[config.mk]
export PLATFORM = sky130hd
export DESIGN_NAME = pattern_tx_11001
export DESIGN_NICKNAME = d
export VERILOG_FILES = /design/src/rtl/pattern_tx_pkg.sv /design/src/rtl/pattern_tx_11001_piso_shreg.sv /design/src/rtl/pattern_tx_11001.sv
export SDC_FILE = /design/constraint.sdc
export NUM_CORES = 1
export LEC_CHECK = 0
export CAP_MARGIN = 25
export CORE_MARGIN = 1
export CORE_UTILIZATION = 49
export DETAILED_ROUTE_END_ITERATION = 7
export HOLD_SLACK_MARGIN = 0.12
export PLACE_DENSITY = 0.81
export SLEW_MARGIN = 10
export SYNTH_ARGS = -nofsm -noshare
export SYNTH_HDL_FRONTEND = slang
export SYNTH_SLANG_ARGS = --single-unit
[constraint.sdc]
create_clock -name clk -period 1.9 [get_ports clk]
set_clock_uncertainty 0.05 [all_clocks]
set_input_delay 0.19 -clock clk [delete_from_list [all_inputs] [get_ports clk]]
set_output_delay 0.19 -clock clk [all_outputs]
set_load 0.005 [all_outputs]
[src/rtl/pattern_tx_pkg.sv]
// Shared types and constants for the pattern_tx_11001 serial transmitter.
// Contents: FSM state enum, the 11001 default pattern and the counter widths.
package pattern_tx_pkg;

    typedef enum logic [1:0] {
        ST_IDLE  = 2'd0,
        ST_SHIFT = 2'd1,
        ST_GAP   = 2'd2
    } state_t;

    // Pattern the downstream t_11001 detector looks for.
    localparam logic [4:0] PAT_11001 = 5'b11001;

    // Bit counter covers WIDTH up to 16; rep and gap are 4-bit fields.
    localparam int CNT_W = 4;
    localparam int REP_W = 4;
    localparam int GAP_W = 4;

endpackage

[src/rtl/pattern_tx_11001_piso_shreg.sv]
// piso_shreg: WIDTH-bit parallel-load, shift-left register.
// Ports:
//   clk     - rising-edge clock
//   load_i  - load data_i (wins over shift_i)
//   shift_i - shift left by one, fill_i enters at the LSB
//   data_i  - parallel load value
//   fill_i  - serial fill bit
//   msb_o   - register MSB (a flop output)
module piso_shreg #(
    parameter int WIDTH = 5
) (
    input  logic             clk,
    input  logic             load_i,
    input  logic             shift_i,
    input  logic [WIDTH-1:0] data_i,
    input  logic             fill_i,
    output logic             msb_o
);

    logic [WIDTH-1:0] shreg_q;

    // NOTE: no reset here on purpose; the owner clears the contents by
    // loading the fill value, which keeps this a plain datapath register.
    always_ff @(posedge clk) begin
        if (load_i) begin
            shreg_q <= data_i;
        end else if (shift_i) begin
            // NOTE: non-blocking so every flop samples the pre-edge value.
            shreg_q <= {shreg_q[WIDTH-2:0], fill_i};
        end
    end

    assign msb_o = shreg_q[WIDTH-1];

endmodule

[src/rtl/pattern_tx_11001.sv]
// pattern_tx_11001: serial pattern transmitter feeding the t_11001 detector.
// Sends a WIDTH-bit pattern MSB-first, repeated rep+1 times with gap idle
// cycles between frames. All outputs come straight from flops.
// Ports:
//   clk, reset  - clock; synchronous active-low reset
//   start       - send request, honoured only in IDLE
//   use_ext     - 1: send pat_in, 0: send DEFAULT_PAT (latched with start)
//   pat_in      - external pattern (latched with start)
//   rep, gap    - frames-1 and inter-frame idle cycles (latched with start)
//   abort       - synchronous stop, no done pulse
//   x           - serial data out
//   busy        - high from first bit through last bit, gaps included
//   sof         - one-cycle pulse with the MSB of every frame
//   done        - one-cycle pulse in the cycle after the final bit
module pattern_tx_11001
    import pattern_tx_pkg::*;
#(
    parameter int               WIDTH       = 5,
    parameter logic [WIDTH-1:0] DEFAULT_PAT = WIDTH'(PAT_11001),
    parameter logic             IDLE_BIT    = 1'b0
) (
    input  logic             clk,
    input  logic             reset,
    input  logic             start,
    input  logic             use_ext,
    input  logic [WIDTH-1:0] pat_in,
    input  logic [REP_W-1:0] rep,
    input  logic [GAP_W-1:0] gap,
    input  logic             abort,
    output logic             x,
    output logic             busy,
    output logic             sof,
    output logic             done
);

    state_t           state_q;
    logic [WIDTH-1:0] pat_q;
    logic [CNT_W-1:0] bit_q;
    logic [REP_W-1:0] frame_q;
    logic [GAP_W-1:0] gap_q;
    logic [GAP_W-1:0] gap_cnt_q;
    logic             busy_q;
    logic             sof_q;
    logic             done_q;

    logic             shreg_load;
    logic             shreg_shift;
    logic [WIDTH-1:0] shreg_data;
    logic [WIDTH-1:0] start_pat;

    assign start_pat = use_ext ? pat_in : DEFAULT_PAT;

    // Shift register control. Shifting in IDLE_BIT means the register drains
    // to IDLE_BIT after the last bit, so x needs no gating in GAP or IDLE.
    always_comb begin
        // NOTE: defaults first so no path leaves a signal unassigned (no latch).
        shreg_load  = 1'b0;
        shreg_shift = 1'b0;
        shreg_data  = pat_q;
        if (!reset || abort) begin
            shreg_load = 1'b1;
            shreg_data = {WIDTH{IDLE_BIT}};
        end else begin
            case (state_q)
                ST_IDLE: begin
                    if (start) begin
                        shreg_load = 1'b1;
                        shreg_data = start_pat;
                    end
                end
                ST_SHIFT: begin
                    // Back-to-back frames reload instead of draining.
                    if (bit_q == '0 && frame_q != '0 && gap_q == '0) begin
                        shreg_load = 1'b1;
                    end else begin
                        shreg_shift = 1'b1;
                    end
                end
                ST_GAP: begin
                    if (gap_cnt_q == '0) begin
                        shreg_load = 1'b1;
                    end
                end
                default: ;
            endcase
        end
    end

    always_ff @(posedge clk) begin
        sof_q  <= 1'b0;
        done_q <= 1'b0;
        if (!reset || abort) begin
            state_q   <= ST_IDLE;
            busy_q    <= 1'b0;
            pat_q     <= '0;
            bit_q     <= '0;
            frame_q   <= '0;
            gap_q     <= '0;
            gap_cnt_q <= '0;
        end else begin
            case (state_q)
                ST_IDLE: begin
                    if (start) begin
                        pat_q   <= start_pat;
                        frame_q <= rep;
                        gap_q   <= gap;
                        bit_q   <= CNT_W'(WIDTH - 1);
                        busy_q  <= 1'b1;
                        sof_q   <= 1'b1;
                        state_q <= ST_SHIFT;
                    end
                end
                ST_SHIFT: begin
                    if (bit_q == '0) begin
                        if (frame_q == '0) begin
                            busy_q  <= 1'b0;
                            done_q  <= 1'b1;
                            state_q <= ST_IDLE;
                        end else begin
                            frame_q <= frame_q - 1'b1;
                            bit_q   <= CNT_W'(WIDTH - 1);
                            if (gap_q == '0) begin
                                sof_q <= 1'b1;
                            end else begin
                                gap_cnt_q <= gap_q - 1'b1;
                                state_q   <= ST_GAP;
                            end
                        end
                    end else begin
                        bit_q <= bit_q - 1'b1;
                    end
                end
                ST_GAP: begin
                    if (gap_cnt_q == '0) begin
                        sof_q   <= 1'b1;
                        state_q <= ST_SHIFT;
                    end else begin
                        gap_cnt_q <= gap_cnt_q - 1'b1;
                    end
                end
                default: state_q <= ST_IDLE;
            endcase
        end
    end

    piso_shreg #(
        .WIDTH (WIDTH)
    ) u_shreg (
        .clk     (clk),
        .load_i  (shreg_load),
        .shift_i (shreg_shift),
        .data_i  (shreg_data),
        .fill_i  (IDLE_BIT),
        .msb_o   (x)
    );

    assign busy = busy_q;
    assign sof  = sof_q;
    assign done = done_q;

endmodule
==> flow_summary.yaml <==
sta:
  timing.final.hold_violations: 0
  setup_tns_ns: 0
  slew_violations: 0
  period_needed_ns: 1.89
  holdWs_ns: 0.353
  min_period_over_period: 0.994
  tightest_slew_ns: 0.480
  timing.fmax_mhz: 529
  relSlewSlack: 0.679
  setup_viol_count_final: 0
layout:
  final_nets: 244
  n_antenna_cell: 0
  syn_to_final_growth_pct: 33.5
  fin_cells: 268
  drive_above_1_share: 0.286
worst_setup_path:
  worst_r2r_path_depth: 7
  critPathLaunchType: "flop"
  path_cells: "inv_1, ha_4, or3b_4, buf_4, a21oi_4, o21ai_0, a21oi_1"
  cp.arrival_ns: 2.09
  worst-path-max-fanout: 5
  critical_path_class: "flop to flop"
  cp_slowest_cell: "or3b_4"
  r2r_setup_slack_ns: 0.01
  max_stage_delay_ns: 0.40
  crit_required_ns: 2.10
  end_kind: "flop"
  r2r-start: "frame_q[1]"
  path_buf_inv: 2
  crit_family: "compound AO/OA/AOI/OAI gates"
  timing.rr.end: "bit_q[3]"
routing:
  wirelength_mm: 4.28
  drc: 0
  via_count: 1559
  dr.pass1.iters: 4
  first_iter_violations: 103
  antenna_left: 0
  wl_per_cell_um: 16.0
  routed_via_density: 5.82
placed_design:
  dp.cells: 257
  gp_congestion: 0.884
  dp_hpwl_mm: 2.94
  portBuffers: 21
power_and_ir_drop:
  p_leak_nw: 0.881
  peakVddDrop_uv: 358
  power.density_nw_per_um2: 613
status:
  status: "finished clean"
grt:
  grt_max_degree: 17
  grt_pass1_vias: 1509
  gr-total-overflow: 0
  grtUsageTotal: 0.245
  grt_pass1_wl_mm: 6.50
  antenna_found_initial: 0
synth:
  syn_nets: 197
  ys_ff_latch: 31
  avgSynthCellArea_sq_um: 9.55
  synth_cell_types: 57
  yosysWarnings: 0
  syn-cell-area_sq_um: 1680
  ys_async_sr_fraction: 0
  synthCells: 176
  synthFlopType: "dfxtp_1"
  seq_area_frac_synth: 0.399
  synth_edf_count: 5
clock_tree:
  clock_sinks: 31
  htree_levels: 2
  clk_latency_ns: 0.33
  cts_root_buf: "clkbuf_4"
  cts_tree: "yes"
  cts_max_path_buffers: 2
  numCtsBuffers: 5
  clkSlewWorstSetupHoldPaths_ns: 0.09
die:
  die_w_um: 60.6
  dieHeight_um: 60.6
  ios: 22
  dieArea_sq_um: 3670
  row_count: 20
  core_sq_um: 3150
  start_util: 0.533
hold_path:
  hold_start: "gap[2]"
  hold_path_class: "input port to flop"
  min_to: "gap_q[2]"
  whs_path_depth: 3
job:
  drv_cap: 0
==> sequential cells by signal (all words and copies together) (netlist names) <==
signal	cells
bit_q	4
busy	1
done	1
frame_q	4
gap_cnt_q	4
gap_q	4
pat_q	5
sof	1
state_q	2
u_shreg.shreg_q	5
==> timing repair <==
item,in CTS,in global routing
resized for setup,3,22
pin swaps,0,4
hold buffers,0,0
buffers inserted,0,3
cloned,0,0
endpoints found under the setup margin,6,12
==> power breakdown <==
part | total, mW | switching, mW | internal, mW
combinational | 0.308 | 0.151 | 0.157
clock | 0.360 | 0.216 | 0.144
sequential | 0.708 | 0.0180 | 0.690
==> cell usage after synthesis, types with 2 or more instances <==
cell / number / area (sq um)
dfxtp_1: 26 / 521
clkbuf_1: 4 / 15.0
and2_1: 6 / 37.5
a21oi_1: 13 / 65.1
edfxtp_1: 5 / 150
nor4_1: 4 / 25.0
nand2b_1: 5 / 31.3
buf_6: 3 / 33.8
nor3b_4: 2 / 37.5
o31ai_1: 4 / 30.0
nor2b_1: 5 / 31.3
and3_1: 3 / 18.8
o21a_1: 2 / 15.0
o41ai_1: 2 / 17.5
nand2_1: 9 / 33.8
nand3_1: 5 / 25.0
nor3_1: 7 / 35.0
or3b_1: 2 / 17.5
nor2_1: 11 / 41.3
a211oi_1: 2 / 15.0
o21ai_0: 5 / 25.0
inv_1: 8 / 30.0
a311oi_2: 3 / 45.0
mux2_2: 3 / 33.8
mux2i_1: 3 / 30.0
ha_1: 3 / 37.5
==> placed cells by master (no fill, tap or decap), types with 4 or more instances in the layout <==
| master | Yosys | final |
|---|---|---|
| nand3_1 | 5 | 5 |
| edfxtp_1 | 5 | 5 |
| buf_4 | 0 | 27 |
| inv_1 | 8 | 5 |
| nand2b_1 | 5 | 5 |
| nor2b_1 | 5 | 5 |
| clkbuf_4 | 0 | 5 |
| nor3_1 | 7 | 7 |
| o31ai_1 | 4 | 4 |
| o21ai_0 | 5 | 5 |
| nor2_1 | 11 | 11 |
| mux2_4 | 0 | 4 |
| nand2_1 | 9 | 9 |
| a21oi_1 | 13 | 13 |
| and2_1 | 6 | 6 |
| dfxtp_1 | 26 | 22 |
| clkdlybuf4s50_1 | 0 | 21 |
==> through the flow <==
stage	area, sq um	setup WS [ns]	total power [mW]	utilization
after floorplan	1680	0.0520	0.878	-
after global placement	2070	-0.00651	0.983	0.657
after detailed placement	2070	-0.0631	0.993	0.657
after CTS	2130	0.0107	1.35	0.677
after global routing	2240	-0.0348	1.44	0.712
final	2240	0.0111	1.38	0.712
==> how the worst max path moves through the flow <==
| stage | startpoint | endpoint | slack (ns) | cells after the start |
|---|---|---|---|---|
| floorplan | state_q[1] | gap_cnt_q[2] | 0.05 | 6 |
| global placement | start | u_shreg.shreg_q[2] | -0.007 | 6 |
| detailed placement | start | u_shreg.shreg_q[2] | -0.06 | 6 |
| finish | frame_q[1] | bit_q[3] | 0.01 | 7 |
| CTS | frame_q[0] | u_shreg.shreg_q[2] | 0.01 | 6 |
| global route | frame_q[1] | bit_q[3] | -0.03 | 7 |
==> layer usage <==
metal	wire [um]	track usage
met1	1880	0.296
met2	2090	0.397
met3	240	0.0725
met4	66	0.127
met5	0	0
==> cell type report <==
class                   instances  area [sq um]
well taps                      44          55.1
repair buffers                 48           413
multi-input cells             129          1010
clock buffers                   7          45.0
fillers                       230           910
inverters                       8          32.5
clock inverters                 1          5.00
flip-flops and latches         31           681
==> worst reg2reg max path, cell delays in order, from the launching register on <==
cell and delay, ns:
dfxtp_2 0.33, inv_1 0.12, ha_4 0.16, or3b_4 0.40
buf_4 0.17, a21oi_4 0.17, o21ai_0 0.19, a21oi_1 0.22
==> logic make-up after synthesis <==
| family | count (synthesis) | synth area share |
|---|---|---|
| flops | 31 | 0.399 |
| fa+ha+maj | 3 | 0.0223 |
| buf+inv | 16 | 0.0499 |
| mux | 7 | 0.0447 |
| simple gates | 73 | 0.277 |
| xor+xnor | 2 | 0.0104 |
| compound gates | 44 | 0.197 |
Note: power is estimated with default switching activity, not from simulation.
